$ cat config.mk
export PLATFORM = sky130hd
export DESIGN_NAME = llc_cmd_frontend_flat
export DESIGN_NICKNAME = d
export VERILOG_FILES = /design/src/rtl/llc_cmd_frontend_pkg.sv /design/src/rtl/llc_cmd_frontend_if.sv /design/src/rtl/llc_cmd_frontend_req_fifo.sv /design/src/rtl/llc_cmd_frontend.sv /design/src/flat_wrapper.sv
export SDC_FILE = /design/constraint.sdc
export NUM_CORES = 1
export LEC_CHECK = 0
export CORE_MARGIN = 1
export CORE_UTILIZATION = 45
export DETAILED_ROUTE_END_ITERATION = 8
export DONT_BUFFER_PORTS = 1
export GPL_TIMING_DRIVEN = 0
export PLACE_DENSITY = 0.61
export REMOVE_ABC_BUFFERS = 1
export SETUP_SLACK_MARGIN = 0.2
export SLEW_MARGIN = 20
export SYNTH_ARGS = -nofsm -noshare
export SYNTH_HDL_FRONTEND = slang
export SYNTH_SLANG_ARGS = --single-unit
$ cat constraint.sdc
create_clock -name clk -period 3.15 [get_ports clk]
set_clock_uncertainty 0.15 [all_clocks]
set_input_delay 0.7875 -clock clk [delete_from_list [all_inputs] [get_ports clk]]
set_output_delay 0.7875 -clock clk [all_outputs]
set_load 0.05 [all_outputs]
$ cat src/rtl/llc_cmd_frontend_pkg.sv
`default_nettype none
// ============================================================================
// Module      : llc_cmd_frontend_pkg
// Description : Shared LLC types and constants. Holds the address split
//               (tag/index/offset), the decoded request kind, the decoded
//               request record, and helper functions for legality checking
//               and decoding.
// Revision    : 1.0 - initial release
// ============================================================================
package llc_cmd_frontend_pkg;

  // Cache geometry
  localparam int ADDR_BITS         = 32;
  localparam int BLOCK_OFFSET_BITS = 6;
  localparam int INDEX_BITS        = 14;
  localparam int TAG_BITS          = ADDR_BITS - INDEX_BITS - BLOCK_OFFSET_BITS;

  localparam int OFFSET_LSB = 0;
  localparam int OFFSET_MSB = BLOCK_OFFSET_BITS - 1;
  localparam int INDEX_LSB  = BLOCK_OFFSET_BITS;
  localparam int INDEX_MSB  = BLOCK_OFFSET_BITS + INDEX_BITS - 1;
  localparam int TAG_LSB    = BLOCK_OFFSET_BITS + INDEX_BITS;
  localparam int TAG_MSB    = ADDR_BITS - 1;

  typedef enum logic [3:0] {
    CPU_RD_D = 4'd0,
    CPU_WR_D = 4'd1,
    CPU_RD_I = 4'd2,
    SNP_RD   = 4'd3,
    SNP_WR   = 4'd4,
    SNP_RWIM = 4'd5,
    SNP_INV  = 4'd6,
    CLR_RST  = 4'd8,
    PRINT    = 4'd9
  } req_kind_t;

  typedef struct packed {
    req_kind_t                     kind;
    logic [TAG_BITS-1:0]           tag;
    logic [INDEX_BITS-1:0]         index;
    logic [BLOCK_OFFSET_BITS-1:0]  offset;
    logic                          is_snoop;
  } cache_req_t;

  // Codes 7 and 10..15 are not defined trace commands.
  function automatic logic code_is_legal(input logic [3:0] code);
    return (code <= 4'd6) || (code == 4'd8) || (code == 4'd9);
  endfunction

  // CLEAR/PRINT carry their address fields through untouched like any other
  // request; the controller simply ignores them for those kinds.
  function automatic cache_req_t decode_cmd(input logic [3:0]           code,
                                            input logic [ADDR_BITS-1:0] addr);
    cache_req_t r;
    r.kind     = req_kind_t'(code);
    r.tag      = addr[TAG_MSB:TAG_LSB];
    r.index    = addr[INDEX_MSB:INDEX_LSB];
    r.offset   = addr[OFFSET_MSB:OFFSET_LSB];
    r.is_snoop = (code >= 4'd3) && (code <= 4'd6);
    return r;
  endfunction

endpackage
`default_nettype wire

$ cat src/rtl/llc_cmd_frontend_if.sv
`default_nettype none
// ============================================================================
// Module      : llc_cmd_frontend_if
// Description : Bundle of the frontend's trace-command channel, decoded
//               request channel and statistics outputs.
//   master : trace source / cache controller side (drives cmd_*, req_ready)
//   slave  : frontend side (drives cmd_ready, req_*, statistics)
// Revision    : 1.0 - initial release
// ============================================================================
interface llc_cmd_frontend_if #(
  parameter int CNT_WIDTH = 16
);
  import llc_cmd_frontend_pkg::*;

  // Trace command channel
  logic                          cmd_valid;
  logic                          cmd_ready;
  logic [3:0]                    cmd_code;
  logic [ADDR_BITS-1:0]          cmd_addr;

  // Decoded request channel
  logic                          req_valid;
  logic                          req_ready;
  req_kind_t                     req_kind;
  logic [TAG_BITS-1:0]           req_tag;
  logic [INDEX_BITS-1:0]         req_index;
  logic [BLOCK_OFFSET_BITS-1:0]  req_offset;
  logic                          req_is_snoop;

  // Statistics
  logic                          illegal_pulse;
  logic [CNT_WIDTH-1:0]          accepted_cnt;
  logic [CNT_WIDTH-1:0]          illegal_cnt;

  modport master (
    output cmd_valid, cmd_code, cmd_addr, req_ready,
    input  cmd_ready, req_valid, req_kind, req_tag, req_index, req_offset,
           req_is_snoop, illegal_pulse, accepted_cnt, illegal_cnt
  );

  modport slave (
    input  cmd_valid, cmd_code, cmd_addr, req_ready,
    output cmd_ready, req_valid, req_kind, req_tag, req_index, req_offset,
           req_is_snoop, illegal_pulse, accepted_cnt, illegal_cnt
  );

endinterface
`default_nettype wire

$ cat src/rtl/llc_cmd_frontend_req_fifo.sv
`default_nettype none
// ============================================================================
// Module      : req_fifo
// Description : Synchronous in-order FIFO of cache_req_t. Pointers are one
//               bit wider than the address so full/empty come from an
//               MSB/LSB comparison. Push when full and pop when empty are
//               ignored.
//   clk, rst_n         : clock, asynchronous active-low reset
//   i_push, i_wdata    : write strobe and entry
//   i_pop              : advance head
//   o_rdata            : head entry (valid while !o_empty)
//   o_full, o_empty    : occupancy flags
// Revision    : 1.0 - initial release
// ============================================================================
module req_fifo
  import llc_cmd_frontend_pkg::*;
#(
  parameter int DEPTH = 4
) (
  input  wire logic       clk,
  input  wire logic       rst_n,
  input  wire logic       i_push,
  input  wire cache_req_t i_wdata,
  input  wire logic       i_pop,
  output cache_req_t      o_rdata,
  output logic            o_full,
  output logic            o_empty
);

  localparam int AW = $clog2(DEPTH);

  logic [AW:0] r_wr_ptr;
  logic [AW:0] r_rd_ptr;
  cache_req_t  r_mem [DEPTH];

  logic        w_do_push;
  logic        w_do_pop;

  assign o_empty   = (r_wr_ptr == r_rd_ptr);
  assign o_full    = (r_wr_ptr[AW] != r_rd_ptr[AW]) &&
                     (r_wr_ptr[AW-1:0] == r_rd_ptr[AW-1:0]);
  assign w_do_push = i_push && !o_full;
  assign w_do_pop  = i_pop && !o_empty;

  always_ff @(posedge clk or negedge rst_n) begin
    if (!rst_n) begin
      r_wr_ptr <= '0;
      r_rd_ptr <= '0;
    end else begin
      if (w_do_push) r_wr_ptr <= r_wr_ptr + (AW+1)'(1);
      if (w_do_pop)  r_rd_ptr <= r_rd_ptr + (AW+1)'(1);
    end
  end

  // Storage needs no reset: an entry is only read once it has been written.
  always_ff @(posedge clk) begin
    if (w_do_push) r_mem[r_wr_ptr[AW-1:0]] <= i_wdata;
  end

  assign o_rdata = r_mem[r_rd_ptr[AW-1:0]];

endmodule
`default_nettype wire

$ cat src/rtl/llc_cmd_frontend.sv
`default_nettype none
// ============================================================================
// Module      : llc_cmd_frontend
// Description : LLC trace-command frontend. Accepts {code, address},
//               drops and counts illegal codes, decodes legal ones into
//               {kind, tag, index, offset, is_snoop} and buffers them in an
//               in-order FIFO presented over a valid/ready handshake.
//   clk, rst_n : clock, asynchronous active-low reset
//   bus        : command channel, request channel and statistics (slave)
// Revision    : 1.0 - initial release
// ============================================================================
module llc_cmd_frontend
  import llc_cmd_frontend_pkg::*;
#(
  parameter int FIFO_DEPTH = 4,
  parameter int CNT_WIDTH  = 16
) (
  input  wire logic         clk,
  input  wire logic         rst_n,
  llc_cmd_frontend_if.slave bus
);

  logic                 r_ready_en;
  logic                 r_illegal_pulse;
  logic [CNT_WIDTH-1:0] r_accepted_cnt;
  logic [CNT_WIDTH-1:0] r_illegal_cnt;
  cache_req_t           r_hold;

  logic                 w_full;
  logic                 w_empty;
  logic                 w_cmd_fire;
  logic                 w_legal;
  logic                 w_push;
  logic                 w_drop;
  logic                 w_pop;
  cache_req_t           w_wdata;
  cache_req_t           w_head;
  cache_req_t           w_out;

  // No pass-through when full: a pop in the same cycle does not open a slot.
  assign bus.cmd_ready = r_ready_en && !w_full;
  assign w_cmd_fire    = bus.cmd_valid && bus.cmd_ready;
  assign w_legal       = code_is_legal(bus.cmd_code);
  assign w_push        = w_cmd_fire && w_legal;
  assign w_drop        = w_cmd_fire && !w_legal;
  assign w_wdata       = decode_cmd(bus.cmd_code, bus.cmd_addr);
  assign w_pop         = !w_empty && bus.req_ready;

  req_fifo #(
    .DEPTH (FIFO_DEPTH)
  ) u_req_fifo (
    .clk     (clk),
    .rst_n   (rst_n),
    .i_push  (w_push),
    .i_wdata (w_wdata),
    .i_pop   (w_pop),
    .o_rdata (w_head),
    .o_full  (w_full),
    .o_empty (w_empty)
  );

  // cmd_ready stays low in reset and rises on the first clock after release.
  always_ff @(posedge clk or negedge rst_n) begin
    if (!rst_n) r_ready_en <= 1'b0;
    else        r_ready_en <= 1'b1;
  end

  // r_hold keeps the most recently popped head so req_* hold their last
  // value once the FIFO drains, instead of showing a stale storage slot.
  always_ff @(posedge clk or negedge rst_n) begin
    if (!rst_n) begin
      r_hold          <= '0;
      r_illegal_pulse <= 1'b0;
      r_accepted_cnt  <= '0;
      r_illegal_cnt   <= '0;
    end else begin
      if (w_pop) r_hold <= w_head;
      r_illegal_pulse <= w_drop;
      if (w_push && (r_accepted_cnt != '1))
        r_accepted_cnt <= r_accepted_cnt + CNT_WIDTH'(1);
      if (w_drop && (r_illegal_cnt != '1))
        r_illegal_cnt <= r_illegal_cnt + CNT_WIDTH'(1);
    end
  end

  assign w_out             = w_empty ? r_hold : w_head;
  assign bus.req_valid     = !w_empty;
  assign bus.req_kind      = w_out.kind;
  assign bus.req_tag       = w_out.tag;
  assign bus.req_index     = w_out.index;
  assign bus.req_offset    = w_out.offset;
  assign bus.req_is_snoop  = w_out.is_snoop;
  assign bus.illegal_pulse = r_illegal_pulse;
  assign bus.accepted_cnt  = r_accepted_cnt;
  assign bus.illegal_cnt   = r_illegal_cnt;

endmodule
`default_nettype wire

$ cat src/flat_wrapper.sv
// flat-port wrapper written by rule: the top's interface ports become plain ports
module llc_cmd_frontend_flat import llc_cmd_frontend_pkg::*;
#(
  parameter int FIFO_DEPTH = 4,
  parameter int CNT_WIDTH  = 16
)
  (clk, rst_n, bus_cmd_valid, bus_cmd_code, bus_cmd_addr, bus_req_ready, bus_cmd_ready, bus_req_valid, bus_req_kind, bus_req_tag, bus_req_index, bus_req_offset, bus_req_is_snoop, bus_illegal_pulse, bus_accepted_cnt, bus_illegal_cnt);
  llc_cmd_frontend_if #(.CNT_WIDTH(CNT_WIDTH)) bus_i ();
  input  wire logic clk;
  input  wire logic rst_n;
  input wire logic [$bits(bus_i.cmd_valid)-1:0] bus_cmd_valid;
  input wire logic [$bits(bus_i.cmd_code)-1:0] bus_cmd_code;
  input wire logic [$bits(bus_i.cmd_addr)-1:0] bus_cmd_addr;
  input wire logic [$bits(bus_i.req_ready)-1:0] bus_req_ready;
  output wire logic [$bits(bus_i.cmd_ready)-1:0] bus_cmd_ready;
  output wire logic [$bits(bus_i.req_valid)-1:0] bus_req_valid;
  output wire logic [$bits(bus_i.req_kind)-1:0] bus_req_kind;
  output wire logic [$bits(bus_i.req_tag)-1:0] bus_req_tag;
  output wire logic [$bits(bus_i.req_index)-1:0] bus_req_index;
  output wire logic [$bits(bus_i.req_offset)-1:0] bus_req_offset;
  output wire logic [$bits(bus_i.req_is_snoop)-1:0] bus_req_is_snoop;
  output wire logic [$bits(bus_i.illegal_pulse)-1:0] bus_illegal_pulse;
  output wire logic [$bits(bus_i.accepted_cnt)-1:0] bus_accepted_cnt;
  output wire logic [$bits(bus_i.illegal_cnt)-1:0] bus_illegal_cnt;
  assign bus_i.cmd_valid = bus_cmd_valid;
  assign bus_i.cmd_code = bus_cmd_code;
  assign bus_i.cmd_addr = bus_cmd_addr;
  assign bus_i.req_ready = bus_req_ready;
  assign bus_cmd_ready = bus_i.cmd_ready;
  assign bus_req_valid = bus_i.req_valid;
  assign bus_req_kind = bus_i.req_kind;
  assign bus_req_tag = bus_i.req_tag;
  assign bus_req_index = bus_i.req_index;
  assign bus_req_offset = bus_i.req_offset;
  assign bus_req_is_snoop = bus_i.req_is_snoop;
  assign bus_illegal_pulse = bus_i.illegal_pulse;
  assign bus_accepted_cnt = bus_i.accepted_cnt;
  assign bus_illegal_cnt = bus_i.illegal_cnt;
  llc_cmd_frontend #(.FIFO_DEPTH(FIFO_DEPTH), .CNT_WIDTH(CNT_WIDTH)) u_core (.clk(clk), .rst_n(rst_n), .bus(bus_i));
endmodule
======== Word level (Yosys, flattened, before mapping) ========
Memory sizes are Yosys's and may differ from the RTL's.
Index checks and enable logic that the tools add are counted.
W data, S select, Z words.
word-level totals
  register bits after elaboration ......... 77
  bits in latches ......................... 0
  bits in writable memories ............... 148
  memory bits (read-only) ................. 0
  bits of input ports ..................... 40
  output and inout port bits .............. 72
  memories kept ........................... 1
memory list
  name                     depth  bits a word  rd ports  clocked after Yosys merged registers in  write ports  line                             RTL
  u_core.u_req_fifo.r_mem  4      37           1         0                                        1            llc_cmd_frontend_req_fifo.sv:34  cache_req_t r_mem [DEPTH];
operators by class
  add/subtract/negate cells ............... 4
  $mul .................................... 0
  div/mod/pow operators ................... 0
  magnitude comparators ................... 2
  eq/ne operators ......................... 7
  shift operators ......................... 0
  multiplexer cells ....................... 3
  bitwise operators ....................... 0
  reductions and logical operators ........ 16
operators by type and width
  cell                     count
  $mux W37                 1
  $add A16 B1 Y16 const B  2
  $ne A16 B16 Y1 const B   2
  $logic_and A1 B1 Y1      11
  $eq A4 B4 Y1 const B     2
  $add A3 B1 Y3 const B    2
  $ge A4 B2 Y1 const B     1
  $le A4 B3 Y1 const B     1
  $eq A3 B3 Y1             1
  $logic_not A1 Y1         3
  $eq A2 B2 Y1             1
  $logic_or A1 B1 Y1       2
  $mux W1                  2
  $ne A1 B1 Y1             1

======== Depth between registers and ports, before layout ========
Gate-level depths: netlist of run 1.
  depth in word-level cells ............... 9
  depth in mapped cells ................... 7

======== Modules after synthesis ========
From an unflattened synthesis of run 1, not the netlist that was laid out.
second synthesis, totals
  cell total of the unflattened synthesis .. 508
  area, all modules ....................... 9312.7 um^2
modules (own cells, without submodules)
  module            instances  cells an instance  area an instance (um^2)
  req_fifo          1          243                5836.8
  llc_cmd_frontend  1          265                3475.8

======== Least setup slack after synthesis of run 1 ========
Ideal clock, no wire load.
  path kind ............................... register to output
  start point ............................. reg u_core.u_req_fifo.r_rd_ptr[0]
  end point ............................... out bus_req_index[11]
  arrival time ............................ 2020 ps
  required time ........................... 2213 ps
  setup slack ............................. 192 ps
  stages on the path, launching flop included .. 5
  path buffers ............................ 2
  cell sequence ........................... dfrtp_1 > buf_2 > buf_2 > mux4_2 > mux2_1
on the way
  cells in the longest elaborated chain, start to end .. 2
  elaborated cells between the ends (all ways) .. 3
  those cells by class .................... eq/ne (1); mux (1); memory (1)
RTL lines
  element                                         line                             RTL
  start, declared                                 llc_cmd_frontend_req_fifo.sv:33  logic [AW:0] r_rd_ptr;
  start signal, assigned                          llc_cmd_frontend_req_fifo.sv:51  if (w_do_pop) r_rd_ptr <= r_rd_ptr + (AW+1)'(1);
  $mem_v2 Z4 W37 or $eq A3 B3 Y1 (tied branches)  -
  $mux W37 *                                      llc_cmd_frontend.sv:86           assign w_out = w_empty ? r_hold : w_head;
  end, declared                                   flat_wrapper.sv:19               output wire logic [$bits(bus_i.req_index)-1:0] bus_req_index;
Every way passes the cells marked *; elsewhere a longest branch is shown, timed or not.

======== Worst setup path in the final report of run 1 ========
  start point ............................. reg u_core.u_req_fifo.r_wr_ptr[2]
  end point ............................... out bus_req_index[13]
on the way
  cells in the longest elaborated chain, start to end .. 2
RTL lines
  element                 line                             RTL
  start, declared         llc_cmd_frontend_req_fifo.sv:32  logic [AW:0] r_wr_ptr;
  start signal, assigned  llc_cmd_frontend_req_fifo.sv:50  if (w_do_push) r_wr_ptr <= r_wr_ptr + (AW+1)'(1);
  $eq A3 B3 Y1            llc_cmd_frontend_req_fifo.sv:39  assign o_empty = (r_wr_ptr == r_rd_ptr);
  $mux W37                llc_cmd_frontend.sv:86
Every way passes these cells.

==> impl_metrics.toml, run 1 <==
[synthesis]
yosys_most_used_dff = "edfxtp_1"
yosys.cell_types.count = 38
yosysWarningCount = 0
yosysTopAreaCell = "edfxtp_1"
syn_inst = 493
synthTopCellsByCount = "edfxtp_1 (148), dfrtp_1 (77), mux2_2 (55)"
synth.most_common_cell = "edfxtp_1"
synth-seq-cells = 225
ys_top_cells_by_area = "edfxtp_1 (49%), dfrtp_1 (21%), mux4_2 (9.1%), mux2_2 (6.8%), xnor2_1 (2.8%)"
ys_seq_area_frac = 0.700
synth.top_cell.area_share = 0.488
synth_area_um2 = 9110
synth_edf_count = 148
syn_avg_cell_area_um2 = 18.5
async_flop_share = 0.342

[sta]
fin_crit_sh = 0.998
finalSetupViolations = 0
slew_headroom = 0.564
max_freq_mhz = 318
slew_viol_final = 0
fin_crit_ns = 3.14
fin_ws_ns = 0.00544
hold_viol = 0
worstMarginPinSlew_ns = 0.654
rsz0062_at_grt = "yes"

[drt]
drtPass1Iterations = 4
drt_iter0_drc = 129
ant_nets = 0
vias_per_cell = 5.50
num_vias = 4457
wirelength_mm = 17.2
drc = 0
drt-wirelength-per-cell_um = 21.2

[global_routing]
grt.total_usage = 0.172
globalRouteOverflowTotal = 0
grt_pass1_wl_mm = 26.5
grt_start_max_net_pins = 78
grt_pass1_vias = 4885
antenna_found_initial = 0

[worst_hold_path]
min_path_type = "primary input to async pin"

[pwr]
leakagePower_nw = 3.98
irDropWorstVdd_mv = 0.585
pwr_density_cell_nw_per_um2 = 1140

[critical_path]
start_kind = "flip-flop"
crit_path_end_kind = "primary output"
crit_arrival_ns = 2.21
crit_type = "flip-flop to primary output"
r2r_start = "u_core.u_req_fifo.r_rd_ptr[0]"
cp_max_fo = 6
required_ns = 2.21
ff2ff_path_depth = 5
reg2reg_slack_ns = 0.53
timing.rr.end = "u_core.u_req_fifo.r_mem[3][27]"

[floorplan]
fp.dieW_um = 144
core_area_um2 = 19700
num_io_pins = 112
die_h_um = 144
initial_core_util = 0.463
die_area_um2 = 20800
num_rows = 51

[clock_tree]
clk_pin_slew_ns = 0.06
cts_max_level = 1
cts_root_buffer = "clkbuf_16"
clock_latency_ns = 0.51
cts_sinks = 225
cts_tree = "built"
clock_path_buffers = 3
numCtsBuffers = 24

[run_status]
status = "complete, no violations"

[placed_design]
routabilityCongestion = 0.737
dp_slack_ns = -0.556
dpl.hpwl_mm = 10.2
port_buffers = 0

[flow_run]
cap_violations = 0

[final_layout]
drive_gt1_frac = 0.334
antennaDiodeCount = 0
area_growth_syn_to_layout_pct = 17.9
final_util = 0.546
final_nets = 574
[critical path: stages, from the launching register on]
cell and delay, ns:
dfrtp_1 0.41, xor2_2 0.19, nand3b_1 0.24, buf_8 0.17
buf_12 0.13, buf_12 0.15, mux2_4 0.39
[routing by layer]
| layer | GRT usage | up-vias | wire, µm |
|---|---|---|---|
| met1 | 0.205 | 2320 | 6750 |
| met2 | 0.295 | 123 | 8630 |
| met5 | 0 | - | 0 |
| met3 | 0.0616 | 31 | 1460 |
| li1 | - | 1983 | - |
| met4 | 0.0449 | 0 | 362 |
[where the power goes]
group	switching [mW]	internal (mW)
Sequential	0.507	3.66
Clock	1.09	1.62
Combinational	3.14	2.23
[per-stage QoR]
| stage | cell area, µm² | power, mW | TNS, ns | hold WS (ns) | cells |
|---|---|---|---|---|---|
| CTS | 10700 | 12.3 | -0.0620 | 0.0256 | 807 |
| detailed placement | 9520 | 8.67 | -7.01 | 0.329 | 748 |
| finish | 10700 | 12.2 | 0 | 0.0207 | 810 |
| global placement | 9350 | 8.15 | -766.47 | 0.316 | 739 |
| global route | 10700 | 12.8 | -0.658 | 0.0410 | 810 |
| floorplan | 9020 | 7.88 | -271.80 | 0.307 | 474 |
[cell type report]
class                   count  area [µm²]
inverters                   2        7.51
repair buffers             27         409
multi-input cells         247        2840
well taps                 265         332
clock inverters            11         114
clock buffers              33         654
fillers                  1564        8920
flip-flops and latches    225        6380
[how the worst max path moves through the flow]
stage	start	endpoint	slack, ns	cells past startpoint
floorplan	u_core.u_req_fifo.r_rd_ptr[0]	u_core.r_hold[10]	-2.32	4
global placement	u_core.u_req_fifo.r_rd_ptr[0]	u_core.r_hold[6]	-5.14	4
detailed placement	u_core.u_req_fifo.r_rd_ptr[0]	bus_req_index[13]	-0.56	6
CTS	u_core.u_req_fifo.r_rd_ptr[0]	bus_req_index[13]	-0.01	6
global route	u_core.u_req_fifo.r_rd_ptr[0]	bus_req_offset[3]	-0.06	6
finish	u_core.u_req_fifo.r_wr_ptr[2]	bus_req_index[13]	0.005	6
[logic make-up after synthesis]
logic type               share of synthesized area
XOR/XNOR                                    0.0356
adder cells (fa/ha/maj)                    0.00962
other                                     0.000412
buffers and inverters                       0.0106
flip-flops                                   0.700
AO/OA/AOI/OAI                              0.00440
AND/OR/NAND/NOR                             0.0528
multiplexers                                 0.187
[what timing repair did]
action,4_1_cts,5_1_grt
gates cloned,0,1
pin swaps,4,2
buffers inserted,14,2
resized for setup,64,4
hold endpoints to repair,77,0
hold buffers,1,0
endpoints found under the setup margin,77,37
[placed cells by master (no fill, tap or decap), types with 11 or more instances in the layout]
cell,count
xnor2_1,27
mux2_2,29
mux2_4,37
buf_12,12
clkbuf_16,25
mux2_1,11
and3_1,12
edfxtp_1,148
nand3_1,14
dfrtp_1,73
mux4_2,37
nand2_1,11
nand4_1,15
[flip-flops by register name (all words and copies together), names as in the netlist]
signal,count
u_core.bus.accepted_cnt,16
u_core.bus.illegal_cnt,16
u_core.u_req_fifo.r_rd_ptr,3
u_core.bus.illegal_pulse,1
u_core.u_req_fifo.r_mem,148
u_core.r_ready_en,1
u_core.r_hold,37
u_core.u_req_fifo.r_wr_ptr,3
Power figures use the tool's default switching activity.
==> inputs of run 2 (changes only) <==
--- a/config.mk
+++ b/config.mk
@@ -6,11 +6,11 @@
 export NUM_CORES = 1
 export LEC_CHECK = 0
 export CORE_MARGIN = 1
-export CORE_UTILIZATION = 45
+export CORE_UTILIZATION = 30
 export DETAILED_ROUTE_END_ITERATION = 8
 export DONT_BUFFER_PORTS = 1
 export GPL_TIMING_DRIVEN = 0
-export PLACE_DENSITY = 0.61
+export PLACE_DENSITY = 0.45
 export REMOVE_ABC_BUFFERS = 1
 export SETUP_SLACK_MARGIN = 0.2
 export SLEW_MARGIN = 20
==> constraint.sdc (replaced) <==
create_clock -name clk -period 3.4 [get_ports clk]
set_clock_uncertainty 0.15 [all_clocks]
set_input_delay 0.85 -clock clk [delete_from_list [all_inputs] [get_ports clk]]
set_output_delay 0.85 -clock clk [all_outputs]
set_load 0.05 [all_outputs]
==> run 2 against run 1 <==
Die area grew 49%. Critical path depth is the same. Clock-buffer cell count grew 1. Via count grew 1.7%. Setup slack gained 0.10 ns. Hold slack gained 0.074 ns. Clock power grew 10%. Sequential power shrank 7.7%. First-iteration DRC count grew 12%. Power shrank 1.4%. Cell area grew 3.6%. Highest routed layer unchanged.
==> impl_metrics.toml, run 2 (synthesis gave the netlist of run 1 again) <==
[run_status]
status = "complete, no violations"

[sta]
fin_ws_ns = 0.107
hold_viol = 0
slew_viol_final = 0
max_freq_mhz = 304
finalSetupTns_ns = 0
worstMarginPinSlew_ns = 0.717
whs_ns = 0.0945
rsz0062_at_grt = "yes"
fin_crit_sh = 0.968
finalSetupViolations = 0
fin_crit_ns = 3.29
slew_headroom = 0.522

[clock_tree]
clock_path_buffers = 3
cts_root_buffer = "clkbuf_16"
cts_sinks = 225
cts_tree = "built"
numCtsBuffers = 26
clock_latency_ns = 0.52
clk_pin_slew_ns = 0.06
cts_max_level = 1

[placed_design]
dpl.hpwl_mm = 10.9
routabilityCongestion = 0.686
port_buffers = 0
dp_slack_ns = -0.532
place_inst = 869

[floorplan]
fp.dieW_um = 176
initial_core_util = 0.306
core_area_um2 = 29700
die_h_um = 176
num_io_pins = 112
num_rows = 63
die_area_um2 = 31100

[drt]
num_vias = 4533
drtPass1Iterations = 4
wirelength_mm = 20.4
drt_iter0_drc = 145
vias_per_cell = 4.80
drc = 0
drt-wirelength-per-cell_um = 21.6
ant_nets = 0

[final_layout]
stdcell_count = 944
antennaDiodeCount = 0
final_nets = 581
largest_reg_flops = 148
area_growth_syn_to_layout_pct = 22.1
mostFrequentLayoutCells = "edfxtp_1 (148), dfrtp_1 (75), mux4_2 (37), mux2_4 (37), clkbuf_16 (30)"
final_util = 0.374
final_common_cell = "edfxtp_1"
drive_gt1_frac = 0.347

[critical_path]
crit_slowest_cell = "dfrtp_4"
start_kind = "flip-flop"
cp_max_fo = 6
required_ns = 2.40
slowest_delay_ns = 0.51
path_buf_inv = 3
cp_top_family = "buffers and inverters"
crit_path_end_kind = "primary output"
cp_cell_sequence = "buf_16, xnor2_4, nand3b_1, buf_6, clkbuf_16, mux2_4"
crit_arrival_ns = 2.29
crit_type = "flip-flop to primary output"

[pwr]
irDropWorstVdd_mv = 0.547
pwr_density_cell_nw_per_um2 = 1090
leakagePower_nw = 4.10

[global_routing]
grt_pass1_wl_mm = 30.5
globalRouteOverflowTotal = 0
grt.total_usage = 0.132
grt_pass1_vias = 5090
grt_start_max_net_pins = 78
antenna_found_initial = 0

[flow_run]
cap_violations = 0

[worst_hold_path]
min_path_type = "primary input to async pin"
run 2: cell count changes in the layout (fill, tap and decap cells not counted), sizes merged:
cell | before | now
buf | 26 | 29
clkinvlp | 1 | 2
clkinv | 8 | 6
inv | 2 | 3
bufinv | 2 | 5
clkbuf | 34 | 37
run 2: final cells by class:
cell class              instances  area (µm²)
inverters                       2        7.51
fillers                      2734       18600
well taps                     390         488
clock inverters                14         199
repair buffers                 32         474
flip-flops and latches        225        6380
multi-input cells             247        2840
clock buffers                  34         732
run 2: path summary, 6_finish.rpt:
path | from | end | slack, ns | cells after the start
max | u_core.u_req_fifo.r_rd_ptr[0] | bus_req_is_snoop | 0.11 | 6
min | rst_n | u_core.r_hold[20] | 0.09 | 1
max reg2reg | u_core.u_req_fifo.r_rd_ptr[0] | u_core.u_req_fifo.r_mem[3][15] | 0.58 | 6
min reg2reg | u_core.r_hold[6] | u_core.r_hold[6] | 0.34 | 1
max in group asynchronous | rst_n | u_core.u_req_fifo.r_rd_ptr[1] | 2.64 | 1
min in group clk | bus_cmd_addr[22] | u_core.u_req_fifo.r_mem[1][23] | 0.27 | 0
run 2: power breakdown:
part,switching (mW),internal [mW]
clock,1.09,1.89
combinational,3.06,2.18
sequential,0.461,3.39
total,4.62,7.46
run 2: metal layers:
metal	track usage	routed length [µm]	vias up
met5	0	0	-
met1	0.159	8370	2359
met2	0.218	9760	130
met3	0.0495	1750	35
met4	0.0384	543	0
li1	-	-	2009
run 2: through the flow:
stage	total power [mW]	cell area, µm²
finish	12.1	11100
global route	12.6	11100
CTS	12.0	11000
detailed placement	8.09	9610
global placement	7.63	9510
floorplan	7.30	9020
run 2: what timing repair did:
action,in CTS,in global routing
gates resized for setup,57,8
hold endpoints to repair,77,0
setup buffers,15,7
pin swaps,1,1
setup endpoints to repair,78,37
hold buffers,1,0
gates cloned,1,3
==> inputs of run 3 (changes only) <==
--- a/config.mk
+++ b/config.mk
@@ -10,7 +10,6 @@
 export DETAILED_ROUTE_END_ITERATION = 8
 export DONT_BUFFER_PORTS = 1
 export GPL_TIMING_DRIVEN = 0
-export PLACE_DENSITY = 0.45
 export REMOVE_ABC_BUFFERS = 1
 export SETUP_SLACK_MARGIN = 0.2
 export SLEW_MARGIN = 20
==> run 3 against run 2 <==
First-iteration DRC count up 83%. Maximum frequency is 1.3% lower. Cell area down 0.91%. Sequential share of layout area rose by 0.53 points. Combinational power grew 2%. Register-to-register slack got worse by 0.11 ns. Sequential cell count stayed put. Global-route usage fell by 0.30 points. Hold slack improved by 0.022 ns. Clock-buffer cell count rose by 7. Critical endpoint is now bus_req_index[12].
==> impl_metrics.toml, run 3 (synthesis gave the netlist of run 1 again) <==
[run_status]
status = "complete, no violations"

[global_routing]
grt_start_max_net_pins = 78
grtUsageMet1 = 0.158
globalRouteOverflowTotal = 0
met2_usage = 0.216
grt.total_usage = 0.129
grt_busiest_layer = "met2"
grt_pass1_vias = 4987
grt_pass1_wl_mm = 30.0
grt_util_met3 = 0.0439
antenna_found_initial = 0

[clock_tree]
cts_tree = "built"
cts_max_level = 1
clock_latency_ns = 0.51
cts_root_buffer = "clkbuf_16"
cts_sinks = 225
clk_pin_slew_ns = 0.06
numCtsBuffers = 25
clock_path_buffers = 3

[critical_path]
slowest_delay_ns = 0.50
crit_arrival_ns = 2.34
start_kind = "flip-flop"
required_ns = 2.40
cp_cell_sequence = "buf_16, xnor2_4, nand3b_1, buf_8, buf_12, buf_12, mux2_4"
crit_slowest_cell = "dfrtp_4"
cpMostUsedCell = "buf_12"
cp_max_fo = 6
crit_path_end_kind = "primary output"
crit_type = "flip-flop to primary output"

[sta]
finalSetupTns_ns = 0
fin_ws_ns = 0.0634
max_freq_mhz = 300
fin_crit_sh = 0.981
worstMarginPinSlew_ns = 0.704
finalSetupViolations = 0
rsz0062_at_grt = "yes"
slew_headroom = 0.531
fin_crit_ns = 3.34
slew_viol_final = 0
hold_viol = 0

[final_layout]
stdcell_count = 946
final_area_um2 = 11000
final_nets = 586
drive_gt1_frac = 0.342
final_common_cell = "edfxtp_1"
area_growth_syn_to_layout_pct = 20.9
antennaDiodeCount = 0
largest_reg_flops = 148
final_util = 0.371
mostFrequentLayoutCells = "edfxtp_1 (148), dfrtp_1 (75), mux2_4 (38), mux4_2 (37), mux2_2 (28)"

[drt]
ant_nets = 0
drc = 0
drt_iter0_drc = 266
wirelength_mm = 19.9
drtPass1Iterations = 4
num_vias = 4575
vias_per_cell = 4.84
drt-wirelength-per-cell_um = 21.0

[floorplan]
die_h_um = 176
num_rows = 63
initial_core_util = 0.306
num_io_pins = 112
fp.dieW_um = 176
die_area_um2 = 31100
core_area_um2 = 29700

[pwr]
pwr-share-clk = 0.214
comb_power_share = 0.456
leakagePower_nw = 4.05
sequentialPowerShare = 0.329
switchingPower_mw = 4.55
swShare = 0.389
irDropWorstVdd_mv = 0.452
pwr_density_cell_nw_per_um2 = 1060
internal-power_mw = 7.15

[placed_design]
dp_slack_ns = -0.479
routabilityCongestion = 0.759
place_inst = 870
place_area_um2 = 9640
port_buffers = 0
dpl.hpwl_mm = 11.1

[worst_hold_path]
min_path_type = "primary input to async pin"

[flow_run]
cap_violations = 0
run 3: changes by cell type in the layout (fill, tap and decap cells not counted), moves of 2 or more:
cell        previous run  this run
clkbuf_1               4        12
buf_4                 12        18
bufinv_16              5         0
buf_16                 3         6
clkbuf_16             30        27
clkinv_1               4         1
buf_6                  5         3
clkinvlp_4             2         0
run 3: cell type report:
cell class	count	area, µm²
Clock buffer	41	737
Clock inverter	3	17.5
Fill cell	2714	18700
Inverter	2	7.51
Multi-Input combinational cell	247	2840
Sequential cell	225	6380
Tap cell	390	488
Timing Repair Buffer	38	544
run 3: timing repair:
action / 4_1_cts / 5_1_grt
setup buffers: 20 / 8
setup endpoints to repair: 69 / 35
resized for setup: 67 / 6
hold buffers: 1 / 0
pin swaps: 1 / 1
cloned: 2 / 1
hold endpoints to repair: 77 / 0
run 3: path summary, 6_finish.rpt:
kind	slack, ns	end	cells after the start	from
max	0.06	bus_req_index[12]	7	u_core.u_req_fifo.r_rd_ptr[0]
min	0.12	u_core.r_hold[32]	1	rst_n
max reg2reg	0.47	u_core.u_req_fifo.r_mem[3][0]	7	u_core.u_req_fifo.r_rd_ptr[0]
min reg2reg	0.34	u_core.r_hold[3]	1	u_core.r_hold[3]
max in group asynchronous	2.63	u_core.u_req_fifo.r_rd_ptr[0]	1	rst_n
min in group clk	0.28	u_core.u_req_fifo.r_mem[2][7]	0	bus_cmd_addr[6]
run 3: metal layers:
layer | routed length [µm] | part of all wire
met3 | 1580 | 0.079
met1 | 8190 | 0.41
met4 | 466 | 0.023
met5 | 0 | 0
met2 | 9660 | 0.49
run 3: power groups by stage:
| stage | combinational, mW | sequential [mW] | clock, mW |
|---|---|---|---|
| 2_1_floorplan | 3.35 | 3.95 | 0 |
| 3_3_place_gp | 3.53 | 4.11 | 0 |
| 3_5_place_dp | 4.07 | 4.01 | 0 |
| 4_1_cts | 5.26 | 3.85 | 2.57 |
| 5_1_grt | 5.61 | 3.90 | 2.67 |
| 6_report | 5.34 | 3.85 | 2.51 |
run 3: critical path, delay by kind of cell (launching register included):
| kind | cells | cell delay (ns) |
|---|---|---|
| muxes | 1 | 0.39 |
| buffers and inverters | 4 | 0.61 |
| DFF | 1 | 0.50 |
| xor gates and xnor gates | 1 | 0.14 |
| and+or+nand+nor | 1 | 0.16 |
run 3: through the flow:
stage	power, mW	hold WS (ns)
floorplan	7.30	0.307
global placement	7.64	0.320
detailed placement	8.08	0.328
CTS	11.7	0.101
global route	12.2	0.124
finish	11.7	0.116
==> RTL edit, RTL diff (flow settings as in run 3) <==
Change the package constant `ADDR_BITS` from 32 to 48.
--- a/src/rtl/llc_cmd_frontend_pkg.sv
+++ b/src/rtl/llc_cmd_frontend_pkg.sv
@@ -10,7 +10,7 @@
 package llc_cmd_frontend_pkg;
 
   // Cache geometry
-  localparam int ADDR_BITS         = 32;
+  localparam int ADDR_BITS         = 48;
   localparam int BLOCK_OFFSET_BITS = 6;
   localparam int INDEX_BITS        = 14;
   localparam int TAG_BITS          = ADDR_BITS - INDEX_BITS - BLOCK_OFFSET_BITS;
Interface: changed (resized bus_cmd_addr and bus_req_tag); port bits go from 112 to 144. No check against the original RTL was run, so the function may have changed too.
==> RTL edit against run 3 <==
The flow now finishes with violations (negative setup slack); area after synthesis is 34% higher; total power is 41% higher; non-clock buffer count up 6; setup slack got worse by 0.076 ns; utilization rose by 0.39 points; routed wire length increased by 40%; critical path depth is the same; sequential cell count rose by 80; cell area rose by 36%; first-iteration DRC count is 17% lower.
==> RTL edit: results (changes against run 3) <==
Share of final-layout standard cells stronger than drive strength 1: 0.390 (+0.0484). For the met1 track demand over resource in global routing, the log shows 0.162 (+0.00451). The net count reported at finish was 747 (+27%). The final non-filler cell area was 14900 um2 (+36%). The number of filler cells placed in the layout was 3606 (+33%); the met2 track demand over resource was 0.214 (-0.00114). The detailed-route wire length came out at 27900 um (+40%). The final setup violation count is 8 (+8). The buffer share of cell area came out at 0.0526 (+0.00315).

The endpoint identified for the worst register-to-register timing path is u_core.bus.illegal_cnt[10]$_DFFE_PN0P_. The final reports fail on negative setup slack. The logs give 8700 um2 (+36%) for the flip-flop and latch area and 3650 um2 (+28%) for the total area of multi-input combinational cells. The run gives 13000 um2 (+35%) as the post-detailed-placement cell area. The run gives 2 (+1) as the H-tree depth.

The average wire per cell in the routed design works out to 22.6 um (+7.4%). Number of flip-flops under the largest register name: 212 (+43%). The flow ran to the end, but the final reports show violations. The post-route worst setup slack was -0.0122 ns (-0.0756 ns). The source-to-sink clock delay at the later pin of the worst-skew pair was 0.54 ns (+0.03 ns). For the total met3 wirelength after detailed routing, the log shows 2440 um (+55%). The count of plain and timing-repair buffers in the layout was 44 (+16%).

In the post-synthesis netlist, the biggest area contributors are sky130_fd_sc_hd__edfxtp_1 (52%), sky130_fd_sc_hd__dfrtp_1 (19%), sky130_fd_sc_hd__mux2_2 (10%). The xor/xnor cell area share of the yosys netlist came out at 0.0271 (-0.00845). The minimum hold slack was 0.103 ns (-0.0133 ns); the adder and majority gate portion of the synthesized area was 0.00717 (-0.00245). The TritonCTS buffer count is 35 (+40%), and the wire length of the first global-routing pass is 40600 um (+36%). The logs give 6251 (+25%) for the via count of the first global-routing pass and 1140 (+31%) for the number of placed cells counting well taps. The fraction of synthesized cell area taken by the top area cell type works out to 0.521 (+0.0330). Count of state elements after synthesis: 305 (+36%). Counting instances in the post-synthesis netlist gives the leading cell types as sky130_fd_sc_hd__edfxtp_1 (212), sky130_fd_sc_hd__mux2_2 (109), sky130_fd_sc_hd__dfrtp_1 (93). The total routed wire length on the met1 layer was 11600 um (+42%); the async set or reset register ratio after synthesis was 0.305 (-0.0373). The tools report the maximum ir drop on the vdd rail as 0.503 mV (+11%).
==> RTL edit: changes by cell type after synthesis, sizes merged, moves of 5 or more <==
cell,delta
mux4,+16
mux2,+32
and3,-8
dfrtp,+16
edfxtp,+64
nand2,+6
nand3,-5
buf,+6
==> RTL edit: power by group <==
group / switching (mW) / total [mW] / internal, mW / leakage, nW
logic: 4.48 / 7.64 / 3.16 / 1.81
registers: 0.510 / 5.12 / 4.61 / 3.05
clock network: 1.51 / 3.71 / 2.19 / 0.542
total: 6.50 / 16.5 / 9.96 / 5.40
==> RTL edit: through the flow <==
step,power [mW],TNS [ns]
2_1_floorplan,10.1,-623.69
3_3_place_gp,10.2,-1663.64
3_5_place_dp,11.3,-73.54
4_1_cts,16.3,-42.10
5_1_grt,17.2,-4.14
6_report,16.5,-0.0519
==> RTL edit: timing repair <==
action	in CTS	in global routing
hold endpoints to repair	93	0
resized for setup	62	19
hold buffers	1	0
pin swaps	5	1
setup buffers	14	8
cloned	3	4
setup endpoints to repair	110	53
